## src/rtl/writeback_arbiter.sv

```systemverilog
// Write-back arbiter: merges un-stallable ALU results with queued MDU results onto one register-file write port.
// Latency: ALU result -> regWrite next cycle; accepted MDU result -> regWrite two or more cycles later.
// Backpressure: mdu_ready drops when the MDU queue is full (registered count only); the ALU path is never stalled.
module writeback_arbiter #(
    parameter int WordLen   = 32,
    parameter int WordCount = 32,
    parameter int FifoDepth = 4,
    localparam int RegBits  = $clog2(WordCount),
    localparam int CntBits  = $clog2(FifoDepth) + 1
) (
    input  logic                 clk,
    input  logic                 rst,
    input  logic                 alu_wb_valid,
    input  logic [RegBits-1:0]   alu_wb_rd,
    input  logic [WordLen-1:0]   alu_wb_data,
    input  logic                 mdu_valid,
    output logic                 mdu_ready,
    input  logic [RegBits-1:0]   mdu_rd,
    input  logic [WordLen-1:0]   mdu_data,
    output logic                 regWrite,
    output logic [RegBits-1:0]   writeRegister,
    output logic [WordLen-1:0]   writeData,
    output logic [WordCount-1:0] pending_mask,
    output logic [CntBits-1:0]   fifo_count,
    output logic                 order_err
);
    localparam int PtrBits = $clog2(FifoDepth);
    localparam logic [CntBits-1:0] FullCount = CntBits'(FifoDepth);

    logic [RegBits-1:0]   entryRd   [FifoDepth];
    logic [WordLen-1:0]   entryData [FifoDepth];
    logic [PtrBits-1:0]   rdPtr;
    logic [PtrBits-1:0]   wrPtr;
    logic [CntBits-1:0]   count;
    logic [WordCount-1:0] pendingMask;
    logic [PtrBits-1:0]   offs;
    logic                 aluWr;
    logic                 push;
    logic                 pop;
    logic                 orderErr;

    assign mdu_ready    = (count < FullCount);
    assign aluWr        = alu_wb_valid && (alu_wb_rd != '0);
    // R0 writes are accepted and dropped on the floor.
    assign push         = mdu_valid && mdu_ready && (mdu_rd != '0);
    assign pop          = !aluWr && (count != '0);
    assign pending_mask = pendingMask;
    assign fifo_count   = count;
    assign order_err    = orderErr;

    // An entry is live when its distance from the head is below the occupancy.
    always_comb begin
        pendingMask = '0;
        offs        = '0;
        for (int i = 0; i < FifoDepth; i++) begin
            offs = PtrBits'(i) - rdPtr;
            if (CntBits'(offs) < count) begin
                pendingMask[entryRd[i]] = 1'b1;
            end
        end
    end

    always_ff @(posedge clk) begin
        if (push) begin
            entryRd[wrPtr]   <= mdu_rd;
            entryData[wrPtr] <= mdu_data;
        end
    end

    always_ff @(posedge clk) begin
        if (rst) begin
            rdPtr         <= '0;
            wrPtr         <= '0;
            count         <= '0;
            regWrite      <= 1'b0;
            writeRegister <= '0;
            writeData     <= '0;
            orderErr      <= 1'b0;
        end else begin
            if (push) begin
                wrPtr <= wrPtr + 1'b1;
            end
            if (pop) begin
                rdPtr <= rdPtr + 1'b1;
            end
            if (push && !pop) begin
                count <= count + CntBits'(1);
            end else if (pop && !push) begin
                count <= count - CntBits'(1);
            end

            regWrite <= aluWr || pop;
            if (aluWr) begin
                writeRegister <= alu_wb_rd;
                writeData     <= alu_wb_data;
            end else if (pop) begin
                writeRegister <= entryRd[rdPtr];
                writeData     <= entryData[rdPtr];
            end else begin
                writeRegister <= '0;
                writeData     <= '0;
            end

            if (aluWr && pendingMask[alu_wb_rd]) begin
                orderErr <= 1'b1;
            end
        end
    end
endmodule

```

## config.mk

```make
export PLATFORM = sky130hd
export DESIGN_NAME = writeback_arbiter
export DESIGN_NICKNAME = d
export VERILOG_FILES = /design/src/rtl/writeback_arbiter.sv
export SDC_FILE = /design/constraint.sdc
export NUM_CORES = 1
export LEC_CHECK = 0
export ABC_CLOCK_PERIOD_IN_PS = 3150
export CAP_MARGIN = 30
export CORE_MARGIN = 1.5
export CORE_UTILIZATION = 35
export CTS_BUF_LIST = sky130_fd_sc_hd__clkbuf_8
export DETAILED_ROUTE_END_ITERATION = 6
export SETUP_SLACK_MARGIN = 0.3
export SLEW_MARGIN = 20
export SYNTH_ARGS = -nofsm -noshare
export SYNTH_HDL_FRONTEND = slang
export SYNTH_SLANG_ARGS = --single-unit
```

## constraint.sdc

```tcl
create_clock -name clk -period 3.15 [get_ports clk]
set_input_delay 0.63 -clock clk [delete_from_list [all_inputs] [get_ports clk]]
set_output_delay 0.63 -clock clk [all_outputs]
set_load 0.02 [all_outputs]
```

==> results.py <==
metrics = {
    "run_status": {
        "status": "finished clean",
    },
    "drt": {
        "ant_nets": 0,
        "drt-vias-per-instance": 5.411,
        "drc": 0,
        "drt-initial-drc-count": 425,
        "dr.pass1.iters": 5,
        "via_count": 6683,
        "wl_um": 26220,
        "post_drt_wl_per_cell_um": 21.23,
    },
    "timing": {
        "finalWorstSetupSlack_ps": 32.96,
        "tightest_slew_ps": 768.5,
        "period_share_pct": 98.95,
        "finalCriticalPeriod_ps": 3117,
        "rsz0062_at_grt": "yes",
        "setup_viol_count_final": 0,
        "skew_ps": 15.79,
        "max_freq_mhz": 320.8,
        "whs_ps": 561.1,
        "final_max_slew_viol_count": 0,
        "hold_viol": 0,
        "relSlewSlack_pct": 48.77,
    },
    "run": {
        "cap_violations": 0,
    },
    "synth": {
        "netlist-cell-type-count": 65,
        "synth-main-ff-cell": "edfxtp_1",
        "synth_area_leader_cell": "edfxtp_1",
        "synth_fp_nets": 757,
        "ys_ff_latch": 196,
        "syn_inst": 669,
        "ys_seq_area_share_pct": 60.85,
        "syn_area_per_cell_um2": 13.28,
        "synth_edf_count": 148,
        "synth_warnings": 0,
        "netlist_area_um2": 8882,
        "yosysTopAreaCellShare_pct": 50.04,
        "synth_area_leaders": "edfxtp_1 (50%), dfxtp_1 (11%), mux4_2 (9.4%)",
        "async_flop_share_pct": 0,
    },
    "clock_network": {
        "numCtsBuffers": 17,
        "root_buffer": "clkbuf_8",
        "cts_tree": "built",
        "cts.sinks": 196,
        "clockBufferDepth": 2,
        "clkTransAtPathRegs_ps": 100,
        "clkLatencyLatePin_ps": 460,
        "h-tree-depth": 4,
    },
    "global_routing": {
        "grt_pass1_wl_um": 39700,
        "grt-ovfl-total": 0,
        "antenna_found_initial": 0,
        "grt_usage_pct": 20.16,
        "grt_start_max_net_pins": 40,
        "grt_pass1_vias": 6852,
    },
    "pwr": {
        "vdd_ir_drop_max_mv": 0.3328,
        "pwr-share-seq_pct": 38.8,
        "p_per_area_nw_per_um2": 695.9,
        "pwr-share-clk_pct": 20.7,
        "power_frac_comb_pct": 40.5,
        "swShare_pct": 34.13,
        "power.internal_uw": 5652,
        "p_sw_uw": 2928,
        "p_leak_uw": 0.004269,
    },
    "worst_setup_path": {
        "cpMaxStageDelayCell": "dfxtp_4",
        "worst-path-max-fanout": 6,
        "cp_num_buf_inv": 2,
        "critPathCaptureType": "primary output",
        "cp-startpoint": "rdPtr[1]",
        "rr_startpoint": "rdPtr[1]",
        "crit_path_max_incr_delay_ps": 380,
        "arrival_ps": 2490,
        "reg2reg_slack_ps": 180,
        "path_cells": "xnor2_4 > ha_1 > and2b_2 > a211o_4 > o32ai_2 > buf_4 > or3_4 > buf_6",
        "path_delay_family": "compound AO/OA/AOI/OAI gates",
        "critPathKind": "flip-flop to primary output",
        "path_depth": 8,
        "cp-endpoint": "pending_mask[30]",
        "startpoint_type": "flip-flop",
        "r2r_cells": 11,
        "required_ps": 2520,
        "worst_r2r_endpoint": "order_err",
    },
    "final_layout": {
        "layout.nets": 980,
        "insertedDiodeCount": 0,
        "syn_to_final_growth_pct": 38.82,
        "drive_above_1_share_pct": 29.83,
    },
    "place": {
        "numPortBuffers": 152,
        "place.gp.congestion": 0.9504,
        "dp_slack_ps": -55.29,
        "dp_hpwl_um": 18690,
    },
    "floorplanning": {
        "die_x_um": 162.3,
        "row_count": 58,
        "core_um2": 25040,
        "die_area_um2": 26340,
        "start_util_pct": 35.48,
        "ios": 153,
        "die_h_um": 162.3,
    },
    "worst_hold_path": {
        "hp-class": "flip-flop to flip-flop",
    },
}
[cell usage after synthesis (3+ instances only)]
cell / number
nor2_1: 82
a211o_1: 5
or3_1: 5
a22oi_1: 50
nand2b_1: 15
xnor2_1: 4
buf_2: 3
clkbuf_1: 27
or2_2: 4
nor2b_1: 15
o211a_1: 3
nand3_1: 7
o32ai_1: 4
o22ai_1: 10
mux4_2: 37
a21oi_1: 7
edfxtp_1: 148
nor3_1: 13
a221o_1: 3
a2bb2oi_1: 5
o221ai_1: 8
buf_1: 4
ha_1: 9
a221oi_1: 5
o211ai_1: 14
and2_1: 11
mux2i_1: 4
inv_1: 19
dfxtp_1: 48
nand2_1: 48
o2111ai_1: 3
[placed cells by master, fill, tap and decap left out, drive strengths merged, types with 5 or more instances in the layout]
cell / Yosys / routed
a211o: 5 / 5
a21oi: 7 / 7
a221oi: 5 / 5
a22oi: 50 / 50
a2bb2oi: 5 / 5
and2: 11 / 11
buf: 10 / 123
clkbuf: 28 / 17
clkdlybuf4s50: 0 / 119
dfxtp: 48 / 48
edfxtp: 148 / 148
ha: 9 / 9
inv: 19 / 25
mux4: 37 / 37
nand2: 48 / 48
nand2b: 16 / 16
nand3: 7 / 7
nor2: 82 / 82
nor2b: 15 / 15
nor3: 13 / 13
o211ai: 15 / 15
o221ai: 8 / 8
o22ai: 10 / 10
or3: 5 / 5
[how the worst min path moves through the flow]
stage,depth (start not counted),endpoint,startpoint,slack [ps]
after floorplan,2,wrPtr[1],wrPtr[1],510
after global placement,2,wrPtr[1],wrPtr[1],540
after detailed placement,2,wrPtr[1],wrPtr[1],550
after CTS,2,wrPtr[1],wrPtr[1],560
after global routing,2,wrPtr[1],wrPtr[1],600
final,2,wrPtr[1],wrPtr[1],560
[stage by stage]
step                util [%]  power, µW  area [µm²]  setup TNS (ps)  instances
floorplan                  -       5063        8887               0        669
global placement       45.15       6405       11300          -250.3       1185
detailed placement     45.26       6405       11330          -182.0       1186
CTS                    48.56       8484       12160               0       1231
global route           49.25       9001       12330          -886.8       1235
finish                 49.25       8580       12330               0       1235
[kinds of logic (layout without fill, tap and decap cells)]
| logic type | count (synthesis) | after routing | share of synthesized area [%] |
|---|---|---|---|
| mux | 43 | 43 | 10.09 |
| flops | 196 | 196 | 60.85 |
| fa+ha+maj | 10 | 10 | 1.493 |
| buf+inv | 57 | 293 | 2.634 |
| simple gates | 217 | 217 | 11.66 |
| xor+xnor | 6 | 6 | 0.5916 |
| compound gates | 140 | 140 | 12.68 |
[power groups by stage]
stage	clock [µW]	combinational [µW]	sequential (µW)
finish	1770	3480	3330
global route	1930	3700	3370
CTS	1830	3320	3330
detailed placement	0	3020	3380
global placement	0	3030	3380
floorplan	0	1650	3420
[flip-flops by register name, summed over array words and instances (netlist names), named ones only]
signal / count
entryData: 128
rdPtr: 2
entryRd: 20
writeData: 32
writeRegister: 5
wrPtr: 2
fifo_count: 3
order_err: 1
regWrite: 1
[metal layers]
layer	part of all wire [%]	vias to the layer above	routed length (µm)	GRT usage (%)
li1	-	3050	-	-
met1	41	3332	10730	24.49
met2	50	259	13130	35.43
met3	6.5	42	1697	4.520
met4	2.5	0	661	6.547
met5	0	-	0	0
[area by class of cell]
type	count	area (µm²)
Clock inverter	15	214.0
Fill cell	2227	12710
Tap cell	330	412.9
Multi-Input combinational cell	416	3679
Timing Repair Buffer	242	2306
Clock buffer	17	234.0
Inverter	19	71.32
Sequential cell	196	5414
[worst register-to-register path, cell delays in order (launching register included)]
cell,delay (ps)
dfxtp_4,380
xnor2_4,170
ha_1,250
and2b_2,230
a211o_4,380
nor2_1,170
a221o_1,260
buf_4,130
mux2i_1,50
or3b_1,340
and3b_1,210
a2111oi_2,320
[timing repair]
| action | CTS | global route |
|---|---|---|
| pin swaps | 25 | 19 |
| setup buffers | 13 | 4 |
| gates resized for setup | 233 | 28 |
| hold buffers | 0 | 0 |
| setup endpoints to repair | 33 | 33 |
No activity file was read; power rests on OpenSTA's default activity.
